$ cat src/rtl/if_fetch_unit.sv
// Instruction-fetch front end: owns the PC, runs a req/ack fetch to instruction
// memory and holds one fetched word for the IF/ID register.
module if_fetch_unit #(
  parameter logic [31:0] RESET_PC = 32'h0000_0000
) (
  input  logic        clk,
  input  logic        rst,
  input  logic        freeze,
  input  logic        branch_taken,
  input  logic [31:0] branch_addr,
  output logic        imem_req,
  output logic [31:0] imem_addr,
  input  logic [31:0] imem_rdata,
  input  logic        imem_ack,
  output logic [31:0] pc_plus4,
  output logic [31:0] instruction,
  output logic        valid,
  output logic        stall_if
);

  typedef enum logic [1:0] {
    IDLE  = 2'd0,
    FETCH = 2'd1,
    DRAIN = 2'd2,
    HOLD  = 2'd3
  } state_t;

  localparam logic [31:0] RESET_PC_ALIGNED = {RESET_PC[31:2], 2'b00};

  state_t      state_q, state_d;
  logic [31:0] pc_q, pc_d;
  logic [31:0] req_addr_q, req_addr_d;
  logic [31:0] inst_buf_q, inst_buf_d;
  logic        valid_q, valid_d;

  logic [31:0] target;
  logic [31:0] pc_inc;

  assign target = {branch_addr[31:2], 2'b00};
  assign pc_inc = pc_q + 32'd4;

  always_ff @(posedge clk or posedge rst) begin
    if (rst) begin
      state_q    <= IDLE;
      pc_q       <= RESET_PC_ALIGNED;
      req_addr_q <= RESET_PC_ALIGNED;
      inst_buf_q <= 32'd0;
      valid_q    <= 1'b0;
    end else begin
      state_q    <= state_d;
      pc_q       <= pc_d;
      req_addr_q <= req_addr_d;
      inst_buf_q <= inst_buf_d;
      valid_q    <= valid_d;
    end
  end

  always_comb begin
    state_d    = state_q;
    pc_d       = pc_q;
    req_addr_d = req_addr_q;
    inst_buf_d = inst_buf_q;
    valid_d    = valid_q;

    unique case (state_q)
      IDLE: begin
        state_d    = FETCH;
        req_addr_d = pc_q;
        if (branch_taken) begin
          pc_d       = target;
          req_addr_d = target;
        end
      end

      FETCH: begin
        if (branch_taken) begin
          pc_d = target;
          if (imem_ack) begin
            // Returned word belongs to the squashed path; reissue at the target.
            req_addr_d = target;
          end else begin
            // Old request is still in flight and must complete before we move on.
            state_d = DRAIN;
          end
        end else if (imem_ack) begin
          inst_buf_d = imem_rdata;
          valid_d    = 1'b1;
          state_d    = HOLD;
        end
      end

      DRAIN: begin
        if (branch_taken) begin
          pc_d = target;
        end
        if (imem_ack) begin
          state_d    = FETCH;
          req_addr_d = branch_taken ? target : pc_q;
        end
      end

      HOLD: begin
        if (branch_taken) begin
          pc_d       = target;
          req_addr_d = target;
          valid_d    = 1'b0;
          state_d    = FETCH;
        end else if (!freeze) begin
          pc_d       = pc_inc;
          req_addr_d = pc_inc;
          valid_d    = 1'b0;
          state_d    = FETCH;
        end
      end

      default: begin
        state_d = IDLE;
      end
    endcase
  end

  assign imem_req    = (state_q == FETCH) || (state_q == DRAIN);
  assign imem_addr   = req_addr_q;
  assign pc_plus4    = pc_inc;
  assign instruction = inst_buf_q;
  assign valid       = valid_q;
  assign stall_if    = ~valid_q;

endmodule

$ cat config.mk
export PLATFORM = sky130hd
export DESIGN_NAME = if_fetch_unit
export DESIGN_NICKNAME = d
export VERILOG_FILES = /design/src/rtl/if_fetch_unit.sv
export SDC_FILE = /design/constraint.sdc
export NUM_CORES = 1
export LEC_CHECK = 0
export CAP_MARGIN = 20
export CORE_MARGIN = 8
export CORE_UTILIZATION = 48
export DETAILED_ROUTE_END_ITERATION = 10
export PLACE_DENSITY = 0.79
export SLEW_MARGIN = 15
export SYNTH_ARGS = -nofsm -noshare
export SYNTH_HDL_FRONTEND = slang
export SYNTH_SLANG_ARGS = --single-unit
$ cat constraint.sdc
create_clock -name clk -period 3.7 [get_ports clk]
set_input_delay 0.74 -clock clk [delete_from_list [all_inputs] [get_ports clk]]
set_output_delay 0.74 -clock clk [all_outputs]
set_load 0.01 [all_outputs]
-- Yosys cells after proc, flatten, opt, wreduce, memory -nomap -nowiden
Cells that the tools add are included.
- logic and storage cells: 46
- register bits after elaboration: 99
- input bits: 69
- muxes and demuxes: 20
- eq/ne operators: 10
- bitwise gates (word level): 2
- reduce and logical (&&, ||, !) cells: 8
- add/subtract/negate cells: 1
- operators with widths (kind ; count):
    32-bit two-way mux ; 6
    32-bit case mux with 4 select lines ; 1
    32-bit case mux with 2 select lines ; 1
    32-bit by 3-bit adder with 32-bit output, second input constant ; 1
    2-bit two-way mux ; 6
    4-bit AND reduction ; 3
    3-bit != test, second input constant ; 3
    2-bit != test, second input constant ; 4
    2-bit case mux with 4 select lines ; 1
    2-bit == test, second input constant ; 2
    1-bit two-way mux ; 4
    3-bit AND reduction ; 1
    3-bit OR reduction ; 1
    2-bit by 1-bit == test with 1-bit output, second input constant ; 1
    2-bit zero test ; 1
    1-bit NOT ; 2
    1-bit case mux with 2 select lines ; 1
    2-bit nonzero test ; 1
    1-bit logical OR ; 1

-- Depth between registers and ports, before layout
Gate-level depths: netlist of the first run.
- depth after elaboration: 4
- gate-level depth with buffers: 10
- mapped depth without buffers: 7

-- Worst setup path before layout of the first run
No wires, ideal clock.
- kind: register to output
- start point: reg pc_q[2]
- end point: out pc_plus4[24]
- buffers on the path: 2
- slack: 1.190 ns
- stages on the path, launching flop included: 8
- data required time: 2.960 ns
- arrival: 1.770 ns
- cells stage by stage: dfrtp_1 > ha_1 > and3_1 > buf_4 > nand4_4 > buf_6 > nor4_1 > or2_2
- word-level cells in the longest chain between the ends: 1
- RTL lines (element ; line ; RTL):
    from (decl) ; 31 ; logic [31:0] pc_q, pc_d;
    from (signal assigned) ; 51 ; pc_q <= pc_d;
    32-bit by 3-bit adder with 32-bit output ; 40 ; assign pc_inc = pc_q + 32'd4;
    to (decl) ; 15 ; output logic [31:0] pc_plus4,
No other way between the ends.

-- Final worst setup path of the first run
- start point: reg pc_q[2]
- end point: out pc_plus4[20]
The elaborated chain is that of the path after synthesis.

==> results.toml, run 1 <==
[outcome]
run_status = "finished, final reports clean"

[synthesis]
synthCells = 614
synth_area_sq_mm = 0.005788
yosysTopAreaCellShare_pct = 42.80
synth_top_cell_by_area = "dfrtp_1"
synth_cell_types = 57
synth_common_cells = "99 x dfrtp_1, 69 x nand2_1, 52 x o21ai_0, 36 x xnor2_1, 35 x mux2_2"
synthesis.nets = 687
yosysSeqAreaShare_pct = 42.80
yosysWarnings = 0
synth_area_leaders = "dfrtp_1 43%, mux2_2 6.8%, xnor2_1 5.4%"
syn_area_per_cell_sq_um = 9.427
synth-async-reset-ratio_pct = 100.0
ys.flop_type = "dfrtp_1"
synth.most_common_cell = "dfrtp_1"
ys_ff_latch = 99
synth_edf_count = 0

[clock_tree]
cts_hold_buf = 0
clkLatencyLatePin_ns = 0.35
path_clk_slew_ns = 0.06
cts_sinks = 99
max-clock-path-buffers = 2
cts-root-buf = "clkbuf_16"
cts_tree = "yes"
htree_levels = 3
cts_made_buffers = 9

[cells_and_area]
final.fill_count = 977
finalInstanceArea_sq_mm = 0.007864
drive_gt1_share_pct = 13.00
final_nets = 822
syn2layout_area_growth_pct = 35.86
insertedDiodeCount = 0

[detailed_routing]
wl_met2_microns = 8326
first_pass_iters = 5
drt_iter0_markers = 475
drc = 0
antenna_left = 0
routedWlPerCell_microns = 19.82
drt_wl_total_microns = 17860
dr_wl_met3_microns = 1431
met1_length_microns = 7857
vias = 5197
via_per_inst = 5.768
top_layer_used = "met4"

[setup_path]
crit_buf_inv = 2
start_kind = "flip-flop"
worstSetupPathType = "reg -> out"
cp_slowest_cell = "clkdlybuf4s50_1"
critical_path.top_delay_family = "buffers and inverters"
reg2reg_to = "imem_addr[9]"
required_ns = 2.96
cpPeakStageDelay_ns = 0.58
worstPathMaxFanout = 8
cp.arrival_ns = 2.75
path_cells = "ha_1, and3_2, nand4_4, buf_12, nor3_1, xor2_1, clkdlybuf4s50_1"
rrSetupSlack_ns = 1.06
r2r_start = "state_q[0]"
reg2reg_depth = 6
cp-end-kind = "output pin"

[place]
dp_slack_ns = 0.3112
io_buffers = 165
place_area_sq_mm = 0.007482
dpl.hpwl_microns = 12770
place_congestion = 0.9034

[timing]
finalSetupViolCount = 0
slew_headroom_pct = 45.66
maxSlewViolCount = 0
rsz0062_at_grt = "no"
fin_ws_ns = 0.2091
fmax_mhz = 286.5
finalCriticalPeriod_ns = 3.491
setup-tns-final_ns = 0
tightestPinTransition_ns = 0.8142
hold_viol_final = 0
fin_skew_ns = 0.006021
post-route-period-util_pct = 94.35
whs_ns = 0.4905

[floorplanning]
ios = 168
die_h_microns = 125.8
core_area_sq_mm = 0.01191
start_util_pct = 48.59
rows = 40
die_x_microns = 125.8
die_area_sq_mm = 0.01583

[hold_path]
hold_path_depth = 1
min_from = "imem_addr[6]"
hp-class = "reg -> reg"
hold-path-endpoint = "imem_addr[6]"

[power_and_ir_drop]
p_leak_nw = 3.182
vdd_drop_max_uv = 290.0
total_power_mw = 5.536
powerDensity_mw_per_mm2 = 704.0

[grt]
grt_pass1_wl_microns = 29210
grt_max_degree = 56
grt_pass1_vias = 5315
gr-usage-all-layers_pct = 22.70
antenna_found_initial = 0
grt.overflow.total = 0

[job]
drv_cap = 0
routing by layer:
metal / vias up / GRT usage [%]
met5: - / 0
met4: 0 / 7.219
met3: 16 / 6.203
met2: 238 / 37.13
met1: 2516 / 28.58
li1: 2427 / -
registers in the layout, summed over array words and instances (netlist names):
signal,flops
instruction,32
pc_q,32
state_q,2
valid,1
imem_addr,32
worst reg2reg max path, delay by kind of cell (launching register included):
family | cells | cell delay (ns)
compound gates | 2 | 0.52
fa+ha+maj | 1 | 0.47
buf+inv | 2 | 0.95
flops | 1 | 0.43
simple gates | 1 | 0.12
worst max path at each step:
stage	slack, ns	to	cells after the start	start
global route	0.08	pc_plus4[20]	7	pc_q[2]
detailed placement	0.31	pc_plus4[30]	6	pc_q[2]
global placement	0.38	pc_plus4[30]	6	pc_q[2]
floorplan	0.37	imem_addr[0]	1	rst
CTS	0.06	pc_plus4[30]	6	pc_q[2]
finish	0.21	pc_plus4[20]	7	pc_q[2]
cell usage in the layout (no fill, tap or decap), drive strengths merged, types with 12 or more instances in the layout:
cell type / count
xnor2: 36
nor4: 13
xor2: 19
nor3: 18
mux2: 35
and3: 22
buf: 17
a21oi: 28
o21ai: 60
clkbuf: 12
inv: 12
nand3: 13
dfrtp: 99
nand4: 16
nor2: 28
clkdlybuf4s50: 164
a31o: 12
nand2: 70
through the flow:
stage | instances | util (%)
floorplan | 614 | -
global route | 901 | 66.02
global placement | 882 | 62.82
finish | 901 | 66.02
detailed placement | 882 | 62.82
CTS | 901 | 66.00
cells by family after synthesis:
logic type	Yosys count	synth area share, %
AO/OA/AOI/OAI	144	15.61
XOR/XNOR	55	8.322
adder cells (fa/ha/maj)	4	0.8647
buffers and inverters	69	5.491
flip-flops	99	42.80
multiplexers	38	7.328
AND/OR/NAND/NOR	205	19.59
layout make-up:
cell class / instances / area [sq um] / share of cell area, %
Multi-Input combinational cell: 446 / 3005 / 38.22
Tap cell: 147 / 183.9 / 2.339
Clock inverter: 4 / 97.59 / 1.241
Clock buffer: 12 / 246.5 / 3.134
Timing Repair Buffer: 181 / 1804 / 22.94
Inverter: 12 / 47.55 / 0.6046
Sequential cell: 99 / 2479 / 31.52
repair_timing:
action | in CTS | in global routing
setup endpoints to repair | 3 | 6
pin swaps | 1 | 0
buffers inserted | 3 | 0
gates resized for setup | 0 | 2
power by group:
group	switching (mW)	internal [mW]	total [mW]
Sequential	0.275	1.48	1.76
Combinational	1.30	1.38	2.69
Clock	0.411	0.680	1.09
Note: power is estimated with default switching activity, not from simulation.
==> inputs of run 2 (changes only) <==
GPL_ROUTABILITY_DRIVEN = 0   (was unset)
==> results of run 2 <==
The final DEF is identical to that of run 1; final timing and power are the same.
==> inputs of run 3 (changes only) <==
CAP_MARGIN = 0   (was 20)
==> results of run 3 <==
The final DEF is identical to that of run 1; final timing and power are the same.
